## config.mk

```make
export PLATFORM = sky130hd
export DESIGN_NAME = tx_ds_seq
export DESIGN_NICKNAME = d
export VERILOG_FILES = /design/src/rtl/tx_ds_seq.sv
export SDC_FILE = /design/constraint.sdc
export NUM_CORES = 1
export LEC_CHECK = 0
export BUFFER_PORTS_ARGS = -buffer_cell sky130_fd_sc_hd__buf_2
export CORE_UTILIZATION = 45
export CTS_CLUSTER_SIZE = 30
export DETAILED_ROUTE_END_ITERATION = 16
export PLACE_DENSITY = 0.74
export SLEW_MARGIN = 10
export SYNTH_ARGS = -nofsm -noshare
export SYNTH_HDL_FRONTEND = slang
export SYNTH_SLANG_ARGS = --single-unit
export TNS_END_PERCENT = 100
```

## constraint.sdc

```tcl
create_clock -name TxClk -period 3.4 [get_ports TxClk]
set_input_delay 0.85 -clock TxClk [delete_from_list [all_inputs] [get_ports TxClk]]
set_output_delay 0.85 -clock TxClk [all_outputs]
set_load 0.1 [all_outputs]
```

## src/rtl/tx_ds_seq.sv

```systemverilog
// Transmit character sequencer: arbitrates time-codes, FCTs, N-chars and NULL fill onto the encoder; 1-cycle registered issue.
// Backpressure: a character is issued only when ready_i is high and no request was made in the previous cycle.
module tx_ds_seq #(
    parameter int FCT_PEND_MAX = 7,
    parameter int CREDIT_MAX   = 56
) (
    input  logic       TxClk,
    input  logic       TxReset_n,
    input  logic       en_i,
    input  logic       ready_i,
    output logic       valid_o,
    output logic [7:0] dat_o,
    output logic       lchar_o,
    input  logic       fct_req_i,
    input  logic       tick_i,
    input  logic [7:0] time_i,
    input  logic       dvalid_i,
    input  logic [8:0] ddat_i,
    output logic       dready_o,
    input  logic       fct_rx_i,
    output logic [5:0] credit_o,
    output logic       credit_err_o
);

    typedef enum logic {IDLE, SECOND} state_t;

    localparam logic [1:0] C_FCT = 2'b00;
    localparam logic [1:0] C_EEP = 2'b01;
    localparam logic [1:0] C_EOP = 2'b10;
    localparam logic [1:0] C_ESC = 2'b11;

    state_t     state_q;
    logic       valid_q, lchar_q, dready_q, credit_err_q;
    logic [7:0] dat_q;
    logic [7:0] second_dat_q;
    logic       second_lchar_q;
    logic       tick_pend_q;
    logic [7:0] time_q;
    logic [2:0] fct_pend_q, fct_pend_d;
    logic [5:0] credit_q, credit_d;
    logic       credit_err_d;
    logic [6:0] credit_net, credit_add;

    logic issue_ok, idle_go, sel_tick, sel_fct, sel_data, sel_null;

    assign issue_ok = ready_i && !valid_q;
    assign idle_go  = issue_ok && (state_q == IDLE) && en_i;
    assign sel_tick = idle_go && tick_pend_q;
    assign sel_fct  = idle_go && !tick_pend_q && (fct_pend_q != 3'd0);
    assign sel_data = idle_go && !tick_pend_q && (fct_pend_q == 3'd0) && dvalid_i && (credit_q != 6'd0);
    assign sel_null = idle_go && !tick_pend_q && (fct_pend_q == 3'd0) && !(dvalid_i && (credit_q != 6'd0));

    // A request and an FCT issue in the same cycle cancel; requests at saturation are dropped.
    always_comb begin
        fct_pend_d = fct_pend_q;
        if (fct_req_i && !sel_fct && (fct_pend_q != 3'(FCT_PEND_MAX))) begin
            fct_pend_d = fct_pend_q + 3'd1;
        end else if (!fct_req_i && sel_fct) begin
            fct_pend_d = fct_pend_q - 3'd1;
        end
    end

    // Overflow is judged on the credit left after this cycle's consume.
    always_comb begin
        credit_net   = {1'b0, credit_q} - {6'd0, sel_data};
        credit_add   = credit_net + 7'd8;
        credit_err_d = fct_rx_i && (credit_add > 7'(CREDIT_MAX));
        credit_d     = (fct_rx_i && !credit_err_d) ? credit_add[5:0] : credit_net[5:0];
    end

    always_ff @(posedge TxClk or negedge TxReset_n) begin
        if (!TxReset_n) begin
            state_q        <= IDLE;
            valid_q        <= 1'b0;
            dat_q          <= 8'd0;
            lchar_q        <= 1'b0;
            dready_q       <= 1'b0;
            credit_err_q   <= 1'b0;
            credit_q       <= 6'd0;
            fct_pend_q     <= 3'd0;
            tick_pend_q    <= 1'b0;
            time_q         <= 8'd0;
            second_dat_q   <= 8'd0;
            second_lchar_q <= 1'b0;
        end else begin
            valid_q      <= 1'b0;
            dready_q     <= 1'b0;
            credit_err_q <= credit_err_d;
            credit_q     <= credit_d;
            fct_pend_q   <= fct_pend_d;

            // A tick arriving as the ESC goes out queues a fresh time-code.
            if (tick_i) begin
                tick_pend_q <= 1'b1;
                time_q      <= time_i;
            end else if (sel_tick) begin
                tick_pend_q <= 1'b0;
            end

            if (issue_ok && (state_q == SECOND)) begin
                valid_q <= 1'b1;
                dat_q   <= second_dat_q;
                lchar_q <= second_lchar_q;
                state_q <= IDLE;
            end else if (sel_tick) begin
                valid_q        <= 1'b1;
                dat_q          <= {6'd0, C_ESC};
                lchar_q        <= 1'b1;
                second_dat_q   <= time_q;
                second_lchar_q <= 1'b0;
                state_q        <= SECOND;
            end else if (sel_fct) begin
                valid_q <= 1'b1;
                dat_q   <= {6'd0, C_FCT};
                lchar_q <= 1'b1;
            end else if (sel_data) begin
                valid_q  <= 1'b1;
                dready_q <= 1'b1;
                if (ddat_i[8]) begin
                    dat_q   <= {6'd0, (ddat_i[0] ? C_EEP : C_EOP)};
                    lchar_q <= 1'b1;
                end else begin
                    dat_q   <= ddat_i[7:0];
                    lchar_q <= 1'b0;
                end
            end else if (sel_null) begin
                valid_q        <= 1'b1;
                dat_q          <= {6'd0, C_ESC};
                lchar_q        <= 1'b1;
                second_dat_q   <= {6'd0, C_FCT};
                second_lchar_q <= 1'b1;
                state_q        <= SECOND;
            end
        end
    end

    assign valid_o      = valid_q;
    assign dat_o        = dat_q;
    assign lchar_o      = lchar_q;
    assign dready_o     = dready_q;
    assign credit_o     = credit_q;
    assign credit_err_o = credit_err_q;

endmodule
```

==> summary.md <==
| Metric | Value |
|---|---|
| Initial Util | ~47% |
| Post-Layout Inst Area | 0.00247 mm2 |
| DRT antenna net count | 0 |
| Diode count | 0 |
| Syn Area/Cell | ~12 um2 |
| Synth area leaders | dfrtp_1 (48%), a22o_1 (5.9%), mux2_2 (4.3%), a21o_1 (2.5%), nand2_1 (2.2%) |
| DR DRC count | 0 |
| Footprint of the multi-input gates | a little under 0.001 mm2 |
| Hold/Removal Path Class | flip-flop to flip-flop |
| I/O pin count | 43 |
| Cts bufs inserted | 5 |
| Clock buffer depth | 2 |
| Synth Flop Type | dfrtp_1 |
| Async SR Flop Fraction | between 90% and 100% |
| Area leader, netlist | dfrtp_1 |
| Crit-path max FO | 4 |
| Post-synthesis register bit count | 40 |
| CP endpoint kind | flip-flop |
| Mapped Cells | ~180 |
| Cts hold-fix bufs | 0 |
| Worst R2R End | credit_o[4] |
| Maxcap violations | 0 |
| Core ar. | 0.00438 mm2 |
| GRT overflow | 0 |
| Largest net degree at the start of global routing | around 40 |
| Hold EP | dat_o[1] |
| Fin crit share | roughly nine tenths |
| Clock sinks | 40 |
| Top-count cell post-synth | dfrtp_1 |
| Reg2reg path depth | 13 |
| Proportion of netlist area held by the largest area contributor | around half |
| RSZ-0062 raised after global routing | false |
| HPWL after detailed placement | 2.87 mm |
| First-pass GRT wire length | between 6 and 7 mm |
| Vias in the first global route | 1429 |
| Final WL | approximately 4 mm |
| Setup bufs post-CTS | 0 |
| Arrival time at the worst endpoint | roughly 3.2 ns |
| Worst-margin pin slew | slightly below 0.9 ns |
| Post-Syn Area | 0.00208 mm2 |
| Row cnt | 24 |
| Final setup fails | 0 |
| WS Path Type | input pin to flip-flop |
| Post-cts resize count | 0 |
| Status | completed |
| Power density over the cells | ~960 mW/mm2 |
| Drt first pass iters | 4 |
| GP Congestion | 0.790 |
| Syn nets | about 210 |
| HP Start | dat_o[1] |
| Area grow syn2layout | 18.8% |
| Clock Skews | 0.00429 ns |
| Post-layout min period | between 3 and 4 ns |
| Worst VDD drop | around 570 uV |
| Die X | 70.0 um |
| Most frequent cells after synthesis | dfrtp_1 (40), a22o_1 (14), nand2_1 (12) |
| Height of the die | around 70 um |
| Synth cell types | 55 |
| DRT iter0 DRCs | around 110 |
| Clock transition at the registers of the reported paths | ~0.08 ns |
| Worst reg2reg startpoint | fct_pend_q[1] |
| CTS tree | done |
| Register area | roughly 0.001 mm2 |
| Dpl cell area | 0.00235 mm2 |
| R2r setup slk | ~0.38 ns |
| EDFF count, synth | 0 |
| Antenna violations before repair | 0 |
| Layout cell share with drive strength beyond 1 | a little over a third |
| Die Area | 0.00489 mm2 |
| Hold slack | approximately 0.48 ns |
| Worst Setup Start Kind | input pin |
| Relative slew slack | slightly above 40% |
| H-tree depth | 2 |
| Clock Latency Late Sink | between 0.2 and 0.3 ns |
| Maximum clock rate | ~0.33 GHz |
| Final nets | around 250 |
| Final max-slew violation count | 0 |
| Vias/cell | ~5.4 |
| Hold Vio Cnt, Final | 0 |
| I/O Buffers | 42 |
| FILL cells | 383 |
| Required time of the worst setup path | 3.58 ns |
| Post-Route Setup TNS | 0 ns |
| Clk root buf | clkbuf_8 |
| Routed len/inst | 14.3 um |
| Share of the yosys chip area belonging to registers | about half |
| Lkg Pwr | between 0.001 and 0.0015 uW |
| DR vias | approximately 1500 |
| Synth warnings | 0 |
| Total GRT Usage | approximately 17% |
| Worst Hold Depth | 2 |
[cell type report]
type | instances | area share (%)
clock buffers | 6 | 3.34
clock inverters | 2 | 1.57
inverters | 11 | 1.67
multi-input cells | 120 | 40.1
flip-flops and latches | 40 | 40.7
well taps | 52 | 2.63
repair buffers | 47 | 10.0
[worst max path at each step]
stage	start	endpoint	slack (ns)	cells after the start
floorplan	credit_o[1]	credit_o[4]	0.01	13
global placement	en_i	credit_o[4]	0.13	14
detailed placement	en_i	credit_o[4]	0.04	14
CTS	en_i	credit_o[4]	0.34	14
global route	fct_pend_q[1]	credit_o[4]	0.16	13
finish	en_i	credit_o[4]	0.35	14
[worst max-delay path, cell delays in order]
cell and delay (ns):
buf_2 0.11, and4bb_4 0.24, and2_4 0.16, nand3_4 0.07, inv_1 0.06, ha_1 0.17, nor3b_2 0.26, xnor2_1 0.22
inv_1 0.08, ha_1 0.29, nand3_1 0.06, o211ai_1 0.26, o21bai_1 0.11, mux2_1 0.28
[metrics by stage]
step | setup WS (ns) | cells | util (%) | total power [uW]
after global routing | 0.156 | 278 | 56.3 | 2480
after CTS | 0.342 | 278 | 56.3 | 2380
after floorplan | 0.0137 | 179 | - | 1750
after global placement | 0.125 | 270 | 53.6 | 1940
final | 0.345 | 278 | 56.3 | 2360
after detailed placement | 0.0437 | 270 | 53.6 | 1960
[metal layers]
| layer | global-route usage (%) | vias to the layer above | routed length, um |
|---|---|---|---|
| met5 | 0 | - | 0 |
| met4 | 7.78 | 0 | 65 |
| met3 | 3.90 | 7 | 159 |
| met2 | 23.6 | 42 | 1720 |
| met1 | 26.0 | 708 | 2020 |
| li1 | - | 747 | - |
[state kept, by name (all words and copies together), names as in the netlist]
name	flops
lchar_o	1
dat_o	8
second_lchar_q	1
state_q	1
valid_o	1
second_dat_q	8
fct_pend_q	3
credit_o	6
credit_err_o	1
time_q	8
dready_o	1
tick_pend_q	1
[power breakdown]
group / switching (uW) / internal [uW]
clock: 170 / 240
sequential: 166 / 633
combinational: 811 / 341
total: 1150 / 1210
[kinds of logic (layout without fill, tap and decap cells)]
| family | after synthesis | after routing | share of synthesized area, % |
|---|---|---|---|
| AOI/OAI and AO/OA | 52 | 52 | 19.8 |
| and+or+nand+nor | 48 | 48 | 16.1 |
| DFF | 40 | 40 | 48.2 |
| buffers and inverters | 19 | 66 | 4.21 |
| muxes | 11 | 11 | 5.84 |
| xor gates and xnor gates | 5 | 5 | 3.13 |
| adders and majority gates | 4 | 4 | 2.77 |
[placed cells by master, fill, tap and decap left out, types with 4 or more instances in the layout]
master / Yosys / routed
buf_4: 0 / 5
a21oi_1: 5 / 5
o21ai_0: 5 / 5
inv_1: 11 / 11
a22o_1: 14 / 14
nor2_1: 8 / 8
nand3_1: 4 / 4
nand2_1: 12 / 12
a21o_1: 7 / 7
dfrtp_1: 40 / 37
mux2_2: 8 / 8
buf_2: 1 / 42
clkbuf_8: 0 / 6
Power figures use the tool's default switching activity.
